<file path="src/rtl/issue_unit_rr.sv">
// Round-robin warp issue arbiter: same-cycle one-hot grant, registered capture stage and saturating issue counter.
// Optional per-warp starvation priority is enabled by defining ISSUE_STARVATION_EN.
module issue_unit_rr #(
    parameter int unsigned NUM_WARPS    = 8,
    parameter int unsigned WID_W        = $clog2(NUM_WARPS),
    parameter int unsigned STARVE_LIMIT = 15
) (
    input  logic                 clk,
    input  logic                 rst_n,
    input  logic [NUM_WARPS-1:0] IB_Ready_Issue,
    input  logic                 OC_Full,
    output logic [NUM_WARPS-1:0] IU_Grant,
    output logic [WID_W-1:0]     IU_Sel_Warp,
    output logic                 IU_Valid_OC,
    output logic [WID_W-1:0]     IU_Warp_ID_OC,
    output logic [WID_W-1:0]     IU_Ptr,
    output logic [31:0]          IU_Issue_Count
);

    logic [WID_W-1:0]     r_ptr;
    logic                 r_valid;
    logic [WID_W-1:0]     r_wid;
    logic [31:0]          r_cnt;

    logic [NUM_WARPS-1:0] w_elig;
    logic [NUM_WARPS-1:0] w_scan;
    logic [NUM_WARPS-1:0] w_grant;
    logic [WID_W-1:0]     w_sel;
    logic [WID_W-1:0]     w_idx;
    logic                 w_found;

`ifdef ISSUE_STARVATION_EN
    localparam int unsigned CNT_W = $clog2(STARVE_LIMIT + 1);

    logic [CNT_W-1:0]     r_skip [NUM_WARPS];
    logic [NUM_WARPS-1:0] w_starved;

    // Gated by eligibility so a full operand collector never produces a grant.
    always_comb begin
        w_starved = '0;
        for (int unsigned w = 0; w < NUM_WARPS; w++) begin
            w_starved[w] = w_elig[w] && (r_skip[w] == CNT_W'(STARVE_LIMIT));
        end
    end

    always_ff @(posedge clk or negedge rst_n) begin
        if (!rst_n) begin
            for (int unsigned w = 0; w < NUM_WARPS; w++) begin
                r_skip[w] <= '0;
            end
        end else if (!OC_Full) begin
            for (int unsigned w = 0; w < NUM_WARPS; w++) begin
                if (w_grant[w] || !IB_Ready_Issue[w]) begin
                    r_skip[w] <= '0;
                end else if (w_found && (r_skip[w] != CNT_W'(STARVE_LIMIT))) begin
                    r_skip[w] <= r_skip[w] + CNT_W'(1);
                end
            end
        end
    end
`endif

    always_comb begin
        w_elig = OC_Full ? '0 : IB_Ready_Issue;
        w_scan = w_elig;
`ifdef ISSUE_STARVATION_EN
        if (|w_starved) begin
            w_scan = w_starved;
        end
`endif
        w_grant = '0;
        w_sel   = r_ptr;
        w_idx   = '0;
        w_found = 1'b0;
        // NUM_WARPS is a power of two, so the index wraps naturally in WID_W bits.
        for (int unsigned i = 0; i < NUM_WARPS; i++) begin
            w_idx = r_ptr + WID_W'(i);
            if (!w_found && w_scan[w_idx]) begin
                w_found        = 1'b1;
                w_grant[w_idx] = 1'b1;
                w_sel          = w_idx;
            end
        end
    end

    always_ff @(posedge clk or negedge rst_n) begin
        if (!rst_n) begin
            r_ptr   <= '0;
            r_valid <= 1'b0;
            r_wid   <= '0;
            r_cnt   <= '0;
        end else begin
            r_valid <= w_found;
            if (w_found) begin
                r_ptr <= w_sel + WID_W'(1);
                r_wid <= w_sel;
                if (r_cnt != '1) begin
                    r_cnt <= r_cnt + 32'd1;
                end
            end
        end
    end

    assign IU_Grant       = w_grant;
    assign IU_Sel_Warp    = w_sel;
    assign IU_Valid_OC    = r_valid;
    assign IU_Warp_ID_OC  = r_wid;
    assign IU_Ptr         = r_ptr;
    assign IU_Issue_Count = r_cnt;

endmodule

</file>
<file path="config.mk">
export PLATFORM = sky130hd
export DESIGN_NAME = issue_unit_rr
export DESIGN_NICKNAME = d
export VERILOG_FILES = /design/src/rtl/issue_unit_rr.sv
export SDC_FILE = /design/constraint.sdc
export NUM_CORES = 1
export LEC_CHECK = 0
export BUFFER_PORTS_ARGS = -buffer_cell sky130_fd_sc_hd__buf_2
export CAP_MARGIN = 20
export CORE_MARGIN = 2
export CORE_UTILIZATION = 45
export CTS_CLUSTER_SIZE = 14
export DETAILED_ROUTE_END_ITERATION = 7
export PLACE_DENSITY_LB_ADDON = 0.25
export REMOVE_ABC_BUFFERS = 1
export SETUP_SLACK_MARGIN = 0.05
export SYNTH_ARGS = -nofsm -noshare
export SYNTH_HDL_FRONTEND = slang
export SYNTH_SLANG_ARGS = --single-unit
</file>
<file path="constraint.sdc">
create_clock -name clk -period 7.24 [get_ports clk]
set_clock_uncertainty 0.2 [all_clocks]
set_input_delay 0.724 -clock clk [delete_from_list [all_inputs] [get_ports clk]]
set_output_delay 0.724 -clock clk [all_outputs]
set_load 0.01 [all_outputs]
</file>
Word level (Yosys, flattened, before mapping)

Index checks and enable logic that the tools add are counted.

Bits of input ports: 11
Memories kept: 0
RAM bits: 0
Output and inout port bits: 50
Bits in latches: 0
Bits in registers: 39
ROM bits: 0
Word-level logic and storage cells: 116

Magnitude comparators: 16
Shift operators: 0
Reductions and logical operators: 23
Add/sub/neg operators: 9
Multipliers: 0
Bitwise gates (word level): 7
Equality and inequality tests: 1
Divide/modulo/power cells: 0
Multiplexer cells: 56

Operator list:

| cell                    | number |
|---|---|
| $mux W8                 | 9 |
| $or A8 B8 Y8            | 7 |
| $add A32 B1 Y32 const B | 1 |
| $lt A3 B4 Y1 const B    | 8 |
| $ne A32 B32 Y1 const B  | 1 |
| $bmux W1 S3             | 8 |
| $demux W1 S3            | 8 |
| $ge A3 B1 Y1 const B    | 8 |
| $mux W1                 | 24 |
| $mux W3                 | 7 |
| $logic_and A1 B1 Y1     | 15 |
| $add A3 B3 Y3 const B   | 4 |
| $logic_not A1 Y1        | 7 |
| $add A3 B1 Y3 const B   | 2 |
| $add A3 B2 Y3 const B   | 2 |
| $reduce_and A2 Y1       | 1 |

Longest topological paths before layout

Depth after elaboration: 26
Gate-level depth with buffers: 18

Worst setup path before layout

OpenSTA, ideal clock, no wires.

Kind: register to output
From: reg r_ptr[0] (netlist: IU_Ptr[0])
To: out IU_Grant[2]
Slack: 3.069 ns
Data arrival time: 3.247 ns
Required time: 6.316 ns
Cell stages (with the launch flop): 14
Cells stage by stage: dfrtp_1 > buf_6 > buf_4 > inv_2 > ha_1 > inv_1 > buf_2 > nor4_1 > a31oi_1 > nand4_2 > nor3_1 > a222oi_1 > a21boi_0 > mux2i_1

Word-level cells in the longest chain between the ends: 24
Elaborated cells on any way between the ends: 99

RTL lines:

| item                                                                  | line | RTL |
|---|---|---|
| from (decl)                                                           | 20   | `logic [WID_W-1:0] r_ptr;` |
| from (signal assigned)                                                | 95   | `r_ptr <= w_sel + WID_W'(1);` |
| parallel branches: the longest is 23 deep, another holds $lt A3 B4 Y1 | n/a  |  |
| $mux W8 (*)                                                           | 78   | `if (!w_found && w_scan[w_idx]) begin` |
| to (decl)                                                             | 12   | `output logic [NUM_WARPS-1:0] IU_Grant,` |

Mark *: on every way between the ends. The select of a mux whose other input is x is not followed.

Worst setup path after layout

From: reg r_ptr[1] (netlist: IU_Ptr[1])
To: out IU_Grant[2]

The elaborated chain is that of the path after synthesis.

==> flow_metrics.env <==
export IMPL_clkLatencyLatePin_ns=0.30
export IMPL_h_tree_depth=2
export IMPL_min_period_ns=5.724
export IMPL_wl_mm=8.248
export IMPL_leakage_uw=0.001620
export IMPL_synth_compound_area_share_pct=15.37
export IMPL_cts_path_max_buffers=2
export IMPL_start_util_pct=46.04
export IMPL_cts_buffers=5
export IMPL_dieArea_um2=7593
export IMPL_cts_repair_resized=0
export IMPL_setup_ws_ns=1.516
export IMPL_synthTopCellsByArea="dfrtp_1, xnor2_1, mux4_2, mux2i_1, ha_1"
export IMPL_rr_startpoint="IU_Ptr[1]"
export IMPL_grt_pass1_vias=2628
export IMPL_layout_drive_gt1_share_pct=26.32
export IMPL_mappedNetlistArea_um2=3110
export IMPL_port_buffers=60
export IMPL_synth_area_mux_share_pct=15.29
export IMPL_grt_usage_pct=22.37
export IMPL_final_cell_mix="buf_2, dfrtp_1, xnor2_1"
export IMPL_hold_end="IU_Issue_Count[28]"
export IMPL_critical_path_max_fanout=17
export IMPL_hold_class="reg -> reg"
export IMPL_die_h_um=87.14
export IMPL_drtIter0Drc=148
export IMPL_postCtsSetupBuffers=0
export IMPL_crit_type="reg -> out"
export IMPL_cap_violations=0
export IMPL_cts_tree="built"
export IMPL_slew_headroom_pct=42.99
export IMPL_synth_cell_type_count=62
export IMPL_post_route_period_util_pct=79.05
export IMPL_cts_hold_buf=0
export IMPL_ctsRootBufferMaster="clkbuf_8"
export IMPL_io_pins=61
export IMPL_yosysTopAreaCellShare_pct=31.38
export IMPL_synth_simple_gate_area_share_pct=21.12
export IMPL_arrival_ns=4.80
export IMPL_synth_fa_ha_area_share_pct=3.218
export IMPL_cp_end_kind="output pin"
export IMPL_fmax_mhz=174.7
export IMPL_drc=0
export IMPL_final_hold_violation_count=0
export IMPL_worst_pin_slew_ns=0.8551
export IMPL_synth_xor_area_share_pct=10.10
export IMPL_antenna_found_initial=0
export IMPL_ant_nets=0
export IMPL_first_pass_iters=7
export IMPL_vias=2838
export IMPL_min_path_cells=1
export IMPL_tns_ns=0
export IMPL_status="completed"
export IMPL_setup_viol=0
export IMPL_grt_pass1_wl_mm=13.58
export IMPL_grt_max_degree=40
export IMPL_r2r_slack_ns=2.04
export IMPL_layout_commonest_cell="buf_2"
export IMPL_critPathRequiredTime_ns=6.32
export IMPL_die_w_um=87.14
export IMPL_place_worst_setup_slack_ns=1.931
export IMPL_clock_sinks=39
export IMPL_synth_top_family_by_area="simple AND/OR/NAND/NOR gates"
export IMPL_utilization_pct=52.61
export IMPL_ys_ff_latch=39
export IMPL_drv_slew=0
export IMPL_fp_row_count=30
export IMPL_place_hpwl_mm=6.145
export IMPL_core_area_um2=6756
export IMPL_reg2reg_depth=13
export IMPL_n_antenna_cell=0
export IMPL_grt_overflow=0
export IMPL_synth_edf_count=0
export IMPL_cp_start_kind="flop"
export IMPL_gp_congestion=0.9736
export IMPL_synth_avg_cell_area_um2=9.630
export IMPL_via_per_inst=6.170
export IMPL_yosysTopAreaCell="dfrtp_1"
export IMPL_yosysSeqAreaShare_pct=31.38
export IMPL_power_density_nw_per_um2=541.1
export IMPL_path_clk_slew_ns=0.08
export IMPL_ir_worst_vdd_mv=0.2253
export IMPL_ys_flop_type="dfrtp_1"
export IMPL_wl_per_cell_um=17.93
export IMPL_area_delta_synth_final_pct=14.28
export IMPL_r2r_end="IU_Ptr[2]"
export IMPL_async_flop_share_pct=100.0
export IMPL_hp_start="IU_Issue_Count[28]"
export IMPL_grt_setup_unrepaired="false"
export IMPL_ys_warn_count=0
export IMPL_syn_inst=323
export IMPL_fin_nets=398
==> power breakdown <==
| part | switching [uW] | internal [uW] | total (uW) |
|---|---|---|---|
| clock network | 82.8 | 103 | 185 |
| registers | 71.0 | 267 | 338 |
| logic | 826 | 574 | 1400 |
==> area by class of cell <==
type                            count  area (um2)
Clock buffer                        5       68.82
Clock inverter                      3       43.79
Fill cell                         636        3202
Inverter                            7       26.28
Multi-Input combinational cell    264        2024
Sequential cell                    39       975.9
Tap cell                           80       100.1
Timing Repair Buffer               62       315.3
==> metrics by stage <==
| stage | area, um2 | cells | power (uW) | hold WS, ns |
|---|---|---|---|---|
| 6_report | 3555 | 460 | 1923 | 0.2807 |
| 5_1_grt | 3555 | 460 | 2079 | 0.3131 |
| 4_1_cts | 3555 | 460 | 1907 | 0.2867 |
| 3_5_place_dp | 3442 | 452 | 1722 | 0.2711 |
| 3_3_place_gp | 3442 | 452 | 1720 | 0.2686 |
| 2_1_floorplan | 3027 | 310 | 1321 | 0.2284 |
==> cells in the mapped netlist (3+ instances only) <==
| cell type | number |
|---|---|
| nand4_1 | 9 |
| nand4_2 | 3 |
| buf_2 | 4 |
| o31a_1 | 3 |
| a21oi_1 | 9 |
| mux4_2 | 9 |
| o21ai_0 | 4 |
| mux2i_1 | 19 |
| inv_1 | 4 |
| or2_2 | 3 |
| xnor2_1 | 31 |
| a222oi_1 | 4 |
| xor2_1 | 3 |
| nand3_1 | 18 |
| nand2_1 | 25 |
| a21boi_0 | 5 |
| nor2b_1 | 3 |
| buf_6 | 3 |
| ha_1 | 8 |
| o221ai_1 | 3 |
| clkbuf_1 | 4 |
| nor4_1 | 3 |
| nor3_1 | 10 |
| o22ai_1 | 3 |
| and4_1 | 5 |
| dfrtp_1 | 39 |
| and2_1 | 5 |
| nor2_1 | 21 |
| and3_1 | 9 |
| a31oi_1 | 7 |
| mux2_2 | 6 |
==> critical path, stage by stage (launching register included) <==
cell      delay [ns]
dfrtp_1         0.78
clkinv_1        0.47
ha_1            0.65
inv_1           0.45
nor4_1          0.11
a31oi_1         0.46
nand4_2         0.32
nor3_1          0.57
a222oi_1        0.21
a21boi_0        0.18
mux2i_1         0.14
buf_2           0.15
==> per-layer routing <==
layer	part of all wire, %	routed length [um]	global-route usage (%)
met4	1.3	108	5.594
met2	47	3903	35.32
met1	47	3892	32.66
met5	0	0	0
met3	4.2	343	2.654
==> sequential cells by signal, summed over array words and instances (netlist names) <==
register        flops
IU_Ptr              3
IU_Warp_ID_OC       3
IU_Issue_Count     32
IU_Valid_OC         1
==> worst max-delay path by stage <==
| stage | cells past startpoint | startpoint | endpoint | slack (ns) |
|---|---|---|---|---|
| 5_1_grt | 10 | IU_Ptr[1] | IU_Grant[6] | 0.99 |
| 3_5_place_dp | 10 | IU_Ptr[1] | IU_Grant[4] | 1.93 |
| 4_1_cts | 10 | IU_Ptr[1] | IU_Grant[4] | 1.59 |
| 3_3_place_gp | 11 | IU_Ptr[1] | IU_Grant[2] | 1.94 |
| 6_report | 11 | IU_Ptr[1] | IU_Grant[2] | 1.52 |
| 2_1_floorplan | 10 | IU_Ptr[0] | IU_Grant[2] | 2.68 |
==> cells by family after synthesis <==
family	count (synthesis)
adder cells (fa/ha/maj)	8
XOR/XNOR	35
flip-flops	39
AND/OR/NAND/NOR	122
multiplexers	35
AO/OA/AOI/OAI	64
buffers and inverters	20
No activity file was read; power rests on OpenSTA's default activity.
